===== src/rtl/cpu_dbg_pkg.sv =====
// Shared debug-path types and sizes for the regfile,
// the core operand-read mux and the dump reader.
package cpu_dbg_pkg;

  localparam int NUM_REGS = 16;
  localparam int ADDR_W   = 4;
  localparam int DATA_W   = 32;

  typedef enum logic [1:0] {
    IDLE,
    REQ,
    READ,
    SEND
  } dump_state_t;

endpackage


===== src/rtl/regfile_dump.sv =====
// Walks a register range through the borrowed regfile
// read port and streams (addr, data) beats out.
module regfile_dump
  import cpu_dbg_pkg::*;
(
  input  logic              clk,
  input  logic              rst_n,
  input  logic              start,
  input  logic [ADDR_W-1:0] first_addr,
  input  logic [ADDR_W-1:0] last_addr,
  output logic              rd_req,
  input  logic              rd_gnt,
  output logic [ADDR_W-1:0] rd_addr,
  input  logic [DATA_W-1:0] rd_data,
  output logic              out_valid,
  input  logic              out_ready,
  output logic [ADDR_W-1:0] out_addr,
  output logic [DATA_W-1:0] out_data,
  output logic              busy,
  output logic              done
);

  dump_state_t       state;
  logic [ADDR_W-1:0] cur;
  logic [ADDR_W-1:0] end_r;
  logic [ADDR_W-1:0] nxt;

  // address wraps naturally at NUM_REGS
  assign nxt = cur + ADDR_W'(1);

  // dump FSM with all outputs registered
  always_ff @(posedge clk or negedge rst_n) begin
    if (!rst_n) begin
      state     <= IDLE;
      cur       <= '0;
      end_r     <= '0;
      rd_addr   <= '0;
      rd_req    <= 1'b0;
      out_valid <= 1'b0;
      out_addr  <= '0;
      out_data  <= '0;
      busy      <= 1'b0;
      done      <= 1'b0;
    end else begin
      done <= 1'b0;
      case (state)
        IDLE: begin
          if (start) begin
            cur     <= first_addr;
            end_r   <= last_addr;
            rd_addr <= first_addr;
            rd_req  <= 1'b1;
            busy    <= 1'b1;
            state   <= REQ;
          end
        end
        REQ: begin
          if (rd_gnt) begin
            state <= READ;
          end
        end
        READ: begin
          if (rd_gnt) begin
            out_data  <= rd_data;
            out_addr  <= cur;
            out_valid <= 1'b1;
            rd_req    <= 1'b0;
            state     <= SEND;
          end else begin
            state <= REQ;
          end
        end
        SEND: begin
          if (out_valid && out_ready) begin
            out_valid <= 1'b0;
            if (cur == end_r) begin
              done    <= 1'b1;
              busy    <= 1'b0;
              rd_addr <= '0;
              state   <= IDLE;
            end else begin
              cur     <= nxt;
              rd_addr <= nxt;
              rd_req  <= 1'b1;
              state   <= REQ;
            end
          end
        end
        default: state <= IDLE;
      endcase
    end
  end

endmodule


===== config.mk =====
export PLATFORM = sky130hd
export DESIGN_NAME = regfile_dump
export DESIGN_NICKNAME = d
export VERILOG_FILES = /design/src/rtl/cpu_dbg_pkg.sv /design/src/rtl/regfile_dump.sv
export SDC_FILE = /design/constraint.sdc
export NUM_CORES = 1
export LEC_CHECK = 0
export CORE_MARGIN = 4
export CORE_UTILIZATION = 47
export DETAILED_ROUTE_END_ITERATION = 7
export GPL_TIMING_DRIVEN = 0
export PLACE_DENSITY_LB_ADDON = 0.15
export SLEW_MARGIN = 0
export SYNTH_ARGS = -nofsm -noshare
export SYNTH_HDL_FRONTEND = slang
export SYNTH_SLANG_ARGS = --single-unit

===== constraint.sdc =====
create_clock -name clk -period 4 [get_ports clk]
set_input_delay 0.6 -clock clk [delete_from_list [all_inputs] [get_ports clk]]
set_output_delay 0.6 -clock clk [all_outputs]
set_load 0.005 [all_outputs]

======== Yosys cells after proc, flatten, opt, wreduce, memory -nomap -nowiden ========
Index checks and enable logic that the tools add are counted.
word-level totals
  flip-flop bits (word level) ............. 54
  input port bits ......................... 45
  output and inout bits ................... 44
  word-level logic and storage cells ...... 61
operators by class
  add/sub/neg operators ................... 1
  equality and inequality tests ........... 10
  muxes and demuxes ....................... 27
  reductions and logical operators ........ 13
operators by type and width
  kind                                                                    count
  4-bit 2-to-1 mux                                                        5
  4-bit case mux with 2 select lines                                      2
  1-bit 2-to-1 mux                                                        12
  2-bit inequality test (second input constant)                           6
  3-bit AND reduction                                                     3
  2-bit 2-to-1 mux                                                        4
  2-bit case mux with 4 select lines                                      1
  4-bit AND reduction                                                     2
  5-bit AND reduction                                                     1
  4-bit by 1-bit adder with 4-bit output (second input constant)          1
  2-bit equality test (second input constant)                             2
  4-bit equality test                                                     1
  1-bit case mux with 2 select lines                                      2
  2-bit AND reduction                                                     2
  2-bit nonzero test                                                      2
  1-bit case mux with 3 select lines                                      1
  3-bit nonzero test                                                      1
  2-bit by 1-bit equality test with 1-bit output (second input constant)  1
  2-bit logical NOT                                                       1
  1-bit logical AND                                                       1

======== Longest topological paths before layout ========
Gate-level depths: netlist of run 1.
  word-level depth ........................ 4
  mapped depth ............................ 6
  mapped depth without buffers ............ 4

======== Worst setup path after synthesis of run 1 ========
No wires, ideal clock.
  kind .................................... flip-flop to flip-flop
  from .................................... register cur[0]
  to ...................................... register rd_addr[0]
  setup time .............................. 123 ps
  arrival time ............................ 1582 ps
  data required time ...................... 3877 ps
  slack ................................... 2295 ps
  cell stages (with the launch flop) ...... 7
  buffers on the path ..................... 2
  clock period less this slack ............ 1705 ps
  cell sequence ........................... dfrtp_1 > buf_6 > xor2_2 > or4_4 > buf_6 > a221oi_2 > nor2_1
on the way
  word-level cells in the longest chain between the ends .. 4
  elaborated cells on any way between the ends .. 5
  classes of those cells .................. add/sub: 1; eq/ne: 1; mux: 3
ends and longest elaborated chain
  element                                                                        RTL line                                source
  start: declaration                                                             regfile_dump.sv:24                      logic [ADDR_W-1:0] cur;
  start signal: assignment                                                       regfile_dump.sv:49                      cur <= first_addr;
  start signal: assignment                                                       regfile_dump.sv:82                      cur <= nxt;
  4-bit by 1-bit adder with 4-bit output or 4-bit equality test (tied branches)  regfile_dump.sv:29, regfile_dump.sv:76
  4-bit 2-to-1 mux (*)                                                           regfile_dump.sv:76                      if (cur == end_r) begin
  4-bit 2-to-1 mux (*)                                                           regfile_dump.sv:74                      if (out_valid && out_ready) begin
  4-bit case mux with 2 select lines (*)                                         regfile_dump.sv:46                      case (state)
  end signal: assignment                                                         regfile_dump.sv:51                      rd_addr <= first_addr;
  end signal: assignment                                                         regfile_dump.sv:83                      rd_addr <= nxt;
  end: declaration                                                               regfile_dump.sv:13                      output logic [ADDR_W-1:0] rd_addr,
Every way passes the cells marked *; elsewhere a longest branch is shown, timed or not. The select of a mux whose other input is x is not followed.
A chain may end at the register's enable or synchronous reset.

======== Worst setup path in the final report of run 1 ========
  from .................................... input start
  to ...................................... register cur[3]
on the way
  word-level cells in the longest chain between the ends .. 2
ends and longest elaborated chain
  element                                 RTL line           source
  start: declaration                      regfile_dump.sv:8  input logic start,
  2-bit inequality test (no source line)  n/a
  4-bit AND reduction (no source line)    n/a
Every way passes these cells.

==> metrics.md, run 1 <==
| Metric | Value |
|---|---|
| Critical Path RT | 4220 ps |
| Critical-path cell list | clkdlybuf4s50_1 -> or3b_2 -> buf_2 -> nand2_1 -> o221ai_1 -> a22oi_2 |
| Largest net degree at the start of global routing | 33 |
| Slowest-stage cell, CP | clkdlybuf4s50_1 |
| Critical path type | primary input to flop |
| WL per Instance | 15.0 µm |
| Worst EP arrival | between 2000 and 2500 ps |
| Global route overflow | 0 |
| First-pass GRT wire length | a little under 9000 µm |
| Horiz. Die Dim | slightly below 80 µm |
| Critical Path Source Type | primary input |
| Post-synthesis sequential area ratio | just under 60% |
| Global Route Usage Sum | between 15 and 20% |
| Clock sinks | between 50 and 60 |
| Setup TNS | 0 ps |
| Vias in the first global route | 1,778 |
| Max IR drop VDD | 0.421 mV |
| Hpwl dp | approximately 4000 µm |
| P_leak | roughly 1.5 nW |
| R2r startpoint | cur[0] |
| CTS Hold Buffers Added | 0 |
| Achievable frequency | between 400 and 500 MHz |
| Detail Route Antenna Nets | 0 |
| Worst-path clk slew | ~90 ps |
| DRC | 0 |
| Reg-to-reg setup timing slack | 2180 ps |
| CTS resizes | 0 |
| CP endpoint kind | flop |
| Setup-failing EPs final | 0 |
| Initial antenna violation count | 0 |
| Most common cell after layout, fill and taps aside | clkdlybuf4s50_1 |
| Min-Delay Path Class | primary input to asynchronous set/reset pin |
| Vias per inst | about 4.9 |
| CTS Root Cell | clkbuf_8 |
| Synth top area share | a little under 60% |
| # port buffers | slightly below 90 |
| Fin. Hold Viols | 0 |
| YS warnings | 0 |
| DRT Wirelength | ~5200 µm |
| Largest area contributor in the netlist | dfrtp_1 |
| Netlist cell types | 37 |
| Non-Filler Instances | ~350 |
| Vias | 1,714 |
| Net Count, Synth | 230 |
| Overall Power | roughly 2.4 mW |
| Die Ht | 78.5 µm |
| DRT Pass-1 Iters | 4 |
| Fin crit share | 51.7% |
| RSZ-0062 raised after global routing | no |
| Core area | 0.00475 mm² |
| Synth-to-layout area growth | 45.2% |
| Worst Path Max Fanout | 8 |
| Final Max Tran Viols | 0 |
| CTS Buf Count | 5 |
| # IOs | 89 |
| Worst slew margin | 52.0% |
| H-tree levels | 2 |
| Iter 0 DRT Violations | 51 |
| Inst Count DP | 340 |
| Gpl congestion | 0.761 |
| Worst slew pin tran | around 700 ps |
| Status | finished clean |
| Max-cap violations | 0 |
| Layout cell share with drive strength beyond 1 | 20.7% |
| N_diodes | 0 |
| Minimum clock period | ~2100 ps |
| CTS max path bufs | 2 |
| Syn avg cell area | 12.7 µm² |
| Seq cells post-synth | 54 |
| Post-Syn Area | 0.00233 mm² |
| Num rows | 25 |
| R2R depth | 6 |
| Clock skew | around 7.6 ps |
| Reg2reg end | rd_addr[0] |
| Initial core utilization | 49.1% |
| Post-Syn Instances | approximately 180 |
| Final net count | ~330 |
| Die area | around 0.006 mm² |
| Pwr per Cell Area | roughly 720 mW/mm² |
| Top post-synthesis cells by area | dfrtp_1 (58%), mux2_2 (17%), nand2_1 (3.7%), buf_6 (1.9%), xor2_1 (1.5%) |
| Clock Latency Late Sink | around 300 ps |
| Post CTS Setup Buffer Count | 0 |
| Commonest non-fill, non-tap cells in the layout | clkdlybuf4s50_1 (87), dfrtp_1 (54), mux2_2 (36) |
| CTS tree | yes |
| Largest stage delay, worst path | between 500 and 600 ps |
[cells in the mapped netlist (all sizes together)]
cell type / number
a22oi: 1
mux2i: 2
nand2: 23
o22a: 1
or3b: 1
mux2: 36
and2: 3
a21oi: 6
ha: 1
o311a: 1
nand3: 5
o21ai: 6
inv: 2
nor3: 2
xor2: 5
o41ai: 1
a221oi: 1
xnor2: 1
nor2: 7
nand4: 1
o22ai: 2
buf: 8
a31oi: 3
or4: 1
a41oi: 1
nor3b: 2
dfrtp: 54
clkbuf: 3
a2bb2oi: 1
and3: 1
o221ai: 1
o2bb2ai: 1
[area by class of cell]
cell class / count / area, µm²
multi-input combinational: 117 / 898
tap: 67 / 83.8
fill: 380 / 1360
buffer: 11 / 77.6
timing repair buffer: 89 / 896
clock buffer: 7 / 76.3
inverter: 2 / 7.51
sequential: 54 / 1350
[metrics by stage]
step	cell area [µm²]	setup slack, ps	hold WS [ps]	utilization, %
global placement	3300	627	461	69.4
finish	3390	1930	283	71.3
detailed placement	3310	1610	471	69.7
floorplan	2330	2290	304	-
CTS	3390	1940	289	71.3
global route	3390	1830	304	71.3
[critical path, delay by kind of cell]
kind                   cells  cell delay (ps)
buffers and inverters      2              700
and+or+nand+nor            2              640
AOI/OAI and AO/OA          2              350
[layer usage]
metal  track usage, %  up-vias  wire length, µm
met5                0        -                0
met4             4.20        0               46
met3             7.00        4              412
met2             30.5       55             2620
met1             21.6      819             2110
li1                 -      836                -
[logic make-up after synthesis]
kind of cell,Yosys count,share of synthesized area (%)
AOI/OAI and AO/OA,26,7.77
DFF,54,57.9
adders and majority gates,1,0.536
muxes,38,18.2
and+or+nand+nor,46,9.38
buffers and inverters,13,3.64
xor gates and xnor gates,6,2.57
[state kept, by name, summed over array words and instances (netlist names)]
signal,cells
end_r,4
out_data,32
cur,4
rd_addr,4
state,2
done,1
busy,1
out_addr,4
rd_req,1
out_valid,1
[where the power goes]
part	leakage [nW]	switching, mW	total [mW]	internal (mW)
clock network	0.0383	0.161	0.282	0.121
registers	0.647	0.155	0.963	0.809
logic	0.770	0.444	1.18	0.741
total	1.46	0.760	2.43	1.67
[how the worst max path moves through the flow]
stage	startpoint	depth (start not counted)	to
floorplan	cur[0]	6	rd_addr[0]
global placement	rst_n	1	out_data[30]
detailed placement	start	6	cur[3]
CTS	start	6	cur[3]
global route	out_ready	5	cur[3]
finish	start	6	cur[3]
(Power assumes the default switching activity.)
==> run 2: changes to the inputs <==
- CORE_UTILIZATION: 47 -> 39
- clock period: 4 -> 1.7 ns (I/O delays scaled with it)
==> run 2 against run 1 <==
Effect of this change:
- the run now ends with negative setup slack left
- clock power grew to 3.2 times the previous value
- first-iteration DRC count up 29%
- clock skew grew 2.4 ps
- non-clock buffer count up 7
- die area increased by 18%
- critical path type is now flop to flop
- largest cell class unchanged
- largest power group unchanged
==> metrics.md, run 2 (synthesis results as in run 1) <==
| Metric | Value |
|---|---|
| Overall Power | 6.44 mW |
| Most common cell after layout, fill and taps aside | clkdlybuf4s50_1 |
| Max IR drop VDD | 0.946 mV |
| Minimum clock period | approximately 1800 ps |
| Iter 0 DRT Violations | 66 |
| Dpl ws | -348 ps |
| Failing checks | negative setup slack |
| Fin crit share | 104% |
| Clock Latency Late Sink | between 300 and 400 ps |
| Critical path type | flop to flop |
| PnR worst setup slack | -75.8 ps |
| Non-Filler Instances | 360 |
| DRT Wirelength | 5600 µm |
| Commonest non-fill, non-tap cells in the layout | clkdlybuf4s50_1 (87), dfrtp_1 (51), mux2_2 (36) |
| Vias in the first global route | ~1,900 |
| Design area | between 0.003 and 0.004 mm² |
| Initial antenna violation count | 0 |
| Achievable frequency | between 500 and 600 MHz |
| Die Ht | around 85 µm |
| Worst slew pin tran | ~780 ps |
| Final net count | between 300 and 400 |
| Worst EP arrival | between 2000 and 2500 ps |
| Placed inst area | ~0.0033 mm² |
| P_int | about 4.4 mW |
| Layout cell share with drive strength beyond 1 | 28.1% |
| Global Route Usage Sum | ~16% |
| Initial core utilization | between 40% and 50% |
| Detail Route Antenna Nets | 0 |
| Critical-path cell list | xor2_1 -> or4_4 -> buf_12 -> buf_16 -> o21ai_2 -> o2bb2ai_1 |
| CTS max path bufs | 2 |
| Combinational share of power | around 51% |
| WL per Instance | 15.6 µm |
| Critical Path Source Type | flop |
| First-pass GRT wire length | approximately 9300 µm |
| RSZ-0062 raised after global routing | yes |
| Clock sinks | 54 |
| Horiz. Die Dim | between 80 and 90 µm |
| Die area | roughly 0.0073 mm² |
| CTS tree | yes |
| Fin. Hold Viols | 0 |
| Hpwl dp | roughly 4000 µm |
| Max reg flops | 32 |
| Final Max Tran Viols | 0 |
| DRC | 0 |
| Sw Pwr | 2.04 mW |
| Global route overflow | 0 |
| # IOs | 89 |
| DRT Pass-1 Iters | 4 |
| CP endpoint kind | flop |
| R2R depth | 6 |
| P_leak | roughly 1.5 nW |
| Core area | approximately 0.0056 mm² |
| Num rows | 27 |
| CTS Buf Count | 5 |
| Fillers | 466 |
| CTS Root Cell | clkbuf_8 |
| Vias per inst | ~4.9 |
| N_diodes | 0 |
| Slowest-stage cell, CP | or4_4 |
| Largest net degree at the start of global routing | 34 |
| Worst Path Max Fanout | 5 |
| Net Sw Frac | approximately a third |
| Most flop-heavy register | out_data |
| Post-route core utilization | 64.1% |
| Setup TNS | -251 ps |
| Max-cap violations | 0 |
| Status | finished, violations left |
| Synth-to-layout area growth | 54.9% |
| Vias | about 1,800 |
| Worst-path clk slew | between 100 and 150 ps |
| # port buffers | 88 |
| Min-Delay Path Class | primary input to asynchronous set/reset pin |
| H-tree levels | 2 |
| Clock skew | 9.97 ps |
| Clock power frac | 14.1% |
| Sequential power share | a little over a third |
| Pwr per Cell Area | roughly 1800 mW/mm² |
| Inst Count DP | between 300 and 400 |
| Gpl congestion | around 0.76 |
| Setup-failing EPs final | 6 |
| Largest stage delay, worst path | about 600 ps |
| Worst slew margin | between 40% and 50% |
| Hold slack | 4.38 ps |
| Critical Path RT | just under 2000 ps |
-- run 2: cell count changes in the layout (fill, tap and decap cells not counted), sizes merged --
cell    change
buf         +7
clkbuf      -2
inv         +2
bufinv      +1
-- run 2: power by group through the flow --
| stage | combinational, mW | sequential (mW) | clock (mW) |
|---|---|---|---|
| after floorplan | 1.34 | 2.30 | 0 |
| after global placement | 2.79 | 2.26 | 0 |
| after detailed placement | 2.82 | 2.29 | 0 |
| after CTS | 3.19 | 2.25 | 0.935 |
| after global routing | 3.52 | 2.37 | 0.998 |
| final | 3.26 | 2.27 | 0.909 |
-- run 2: cell type report --
type | count | area, µm² | area share, %
clock buffer | 5 | 68.8 | 1.90
timing repair buffer | 98 | 1010 | 27.9
buffer | 9 | 77.6 | 2.15
tap | 72 | 90.1 | 2.49
inverter | 2 | 7.51 | 0.208
multi-input combinational | 117 | 962 | 26.6
clock inverter | 3 | 47.5 | 1.31
sequential | 54 | 1360 | 37.5
-- run 2: metal layers --
| layer | GRT usage [%] | vias up | wire (µm) |
|---|---|---|---|
| met1 | 18.5 | 862 | 2270 |
| li1 | - | 851 | - |
| met4 | 4.46 | 0 | 58 |
| met3 | 7.18 | 6 | 454 |
| met5 | 0 | - | 0 |
| met2 | 27.3 | 48 | 2820 |
-- run 2: worst max-delay path, delay by kind of cell (launching register included) --
kind            cells  cell delay [ps]
compound gates      2              240
flops               1              440
xor+xnor            1              160
simple gates        1              590
buf+inv             2              280
-- run 2: what timing repair did --
item / CTS / global route
setup buffers: 6 / 2
pin swaps: 9 / 8
setup endpoints to repair: 28 / 39
hold buffers: 0 / 0
gates cloned: 1 / 0
resized for setup: 14 / 11
-- run 2: final timing paths --
| path | startpoint | end | slack (ps) |
|---|---|---|---|
| min in group clk | last_addr[0] | end_r[0] | 470 |
| max in group asynchronous | rst_n | cur[0] | 1120 |
| worst min register to register | rd_addr[1] | rd_addr[1] | 500 |
| worst max register to register | cur[1] | cur[1] | -80 |
| worst max-delay path | cur[1] | cur[1] | -80 |
| worst min-delay path | rst_n | busy | 4 |
==> run 3: changes to the inputs <==
- SLEW_MARGIN: 0 -> 10
==> run 3 against run 2 <==
Effect of this change:
- total power decreased by 1.4%
- the flow finishes with violations (negative hold slack, negative setup slack)
- global-route usage decreased by 0.31 points
- sequential power about the same
- final cell count decreased by 0.56%
- non-clock buffer count decreased by 2
- largest power group unchanged
- critical endpoint is now rd_addr[0]
- critical path type unchanged
- die area unchanged
- largest cell class unchanged
- maximum frequency decreased by 1.0%
- clock power decreased by 2.3%
==> metrics.md, run 3 (synthesis results as in run 1) <==
| Metric | Value |
|---|---|
| DRC | 0 |
| Initial antenna violation count | 0 |
| DRT Wirelength | roughly 5500 µm |
| CP endpoint kind | flop |
| RSZ-0062 raised after global routing | yes |
| Critical path type | flop to flop |
| Fin crit share | 106% |
| Num rows | 27 |
| Worst-path clk slew | 100 ps |
| Gr busiest metal | met2 |
| Clock sinks | 54 |
| Dpl ws | -362 ps |
| Reg-to-reg setup timing slack | -90 ps |
| Vias per inst | 4.96 |
| CTS max path bufs | 2 |
| Global Route Usage Sum | ~16% |
| Clock skew | about 8.3 ps |
| Largest stage delay, worst path | between 600 and 700 ps |
| Worst Path Max Fanout | 5 |
| H-tree levels | 2 |
| Vias in the first global route | 1,910 |
| Status | finished, violations left |
| Post-route core utilization | roughly 63% |
| Fillers | 470 |
| R2r startpoint | cur[1] |
| Horiz. Die Dim | between 80 and 90 µm |
| Final net count | 331 |
| Max reg flops | 32 |
| Vias | 1,774 |
| Gpl congestion | around 0.76 |
| Non-Filler Instances | roughly 360 |
| CTS Root Cell | clkbuf_8 |
| Critical Path RT | roughly 1900 ps |
| Largest net degree at the start of global routing | 55 |
| Layout cell share with drive strength beyond 1 | roughly 27% |
| Core area | between 0.005 and 0.006 mm² |
| Clock Latency Late Sink | 310 ps |
| Max-cap violations | 0 |
| Global route overflow | 0 |
| Slowest-stage cell, CP | or4_4 |
| Pwr per Cell Area | 1780 mW/mm² |
| R2R depth | 5 |
| First-pass GRT wire length | a little over 9000 µm |
| Final Max Tran Viols | 0 |
| Design area | approximately 0.0036 mm² |
| Commonest non-fill, non-tap cells in the layout | clkdlybuf4s50_1 (87), dfrtp_1 (51), mux2_2 (36) |
| CTS Buf Count | 5 |
| Worst slew pin tran | about 680 ps |
| CTS Hold Buffers Added | 0 |
| CTS tree | yes |
| DRT Pass-1 Iters | 4 |
| Overall Power | 6.35 mW |
| Most common cell after layout, fill and taps aside | clkdlybuf4s50_1 |
| Placed inst area | between 0.003 and 0.004 mm² |
| Hold slack | -35.8 ps |
| Critical-path cell list | xor2_1 -> or4_4 -> buf_8 -> a221oi_4 -> nor2_1 |
| Reg2reg end | rd_addr[0] |
| Met2 Track Usage GR | between 20% and 30% |
| Worst slew margin | between 50% and 60% |
| Initial core utilization | between 40% and 50% |
| WL per Instance | about 15 µm |
| Die Ht | 85.4 µm |
| Failing checks | negative hold slack, negative setup slack |
| Hpwl dp | 3900 µm |
| # IOs | 89 |
| M1 GR Usage | 18.6% |
| Die area | 0.00729 mm² |
| Achievable frequency | roughly 560 MHz |
| Worst EP arrival | ~2000 ps |
| Synth-to-layout area growth | 52.8% |
| Iter 0 DRT Violations | 67 |
| N_diodes | 0 |
| Fin. Hold Viols | 35 |
| Max IR drop VDD | roughly 0.89 mV |
| Met3 usage in global routing | between 6 and 7% |
| Inst Count DP | 344 |
| Critical Path Source Type | flop |
| Setup TNS | -130 ps |
| Most flop-heavy register | out_data |
| P_leak | 1.52 nW |
| Setup-failing EPs final | 4 |
| Min-Delay Path Class | primary input to asynchronous set/reset pin |
| # port buffers | 88 |
| PnR worst setup slack | -94.2 ps |
| Detail Route Antenna Nets | 0 |
| Minimum clock period | around 1800 ps |
run 3: cell types whose count changed in the layout (fill, tap and decap cells not counted), sizes merged:
cell	change
buf	-1
clkbuf	-1
run 3: worst max-delay path: cells and delay by family, from the launching register on:
| kind | cells | cell delay (ps) |
|---|---|---|
| compound gates | 1 | 250 |
| xor+xnor | 1 | 160 |
| buf+inv | 1 | 170 |
| flops | 1 | 440 |
| simple gates | 2 | 680 |
run 3: timing repair:
item / 4_1_cts / 5_1_grt
gates resized for setup: 13 / 12
endpoints found under the setup margin: 28 / 39
setup buffers: 6 / 1
cloned: 1 / 0
pin swaps: 10 / 5
run 3: layout make-up:
class | count | area (µm²) | share of cell area [%]
inverter | 2 | 7.51 | 0.210
clock inverter | 3 | 47.5 | 1.33
clock buffer | 5 | 68.8 | 1.93
sequential | 54 | 1360 | 38.0
multi-input combinational | 117 | 958 | 26.9
timing repair buffer | 96 | 962 | 27.0
buffer | 9 | 77.6 | 2.17
tap | 72 | 90.1 | 2.53
run 3: metal layers:
metal,wire (µm),vias to the layer above
li1,-,851
met1,2260,865
met2,2720,51
met3,465,7
met4,63,0
met5,0,-
run 3: how the worst max path moves through the flow:
stage	from	to	depth (start not counted)
3_3_place_gp	rst_n	out_data[29]	1
5_1_grt	cur[0]	rd_addr[0]	5
6_report	cur[1]	rd_addr[0]	5
3_5_place_dp	out_ready	cur[3]	5
4_1_cts	cur[0]	rd_addr[0]	6
2_1_floorplan	cur[3]	rd_addr[0]	6
run 3: report_power, final:
| group | internal [mW] | switching, mW |
|---|---|---|
| Sequential | 1.91 | 0.370 |
| Clock | 0.450 | 0.438 |
| Combinational | 1.99 | 1.20 |
| Total | 4.34 | 2.00 |
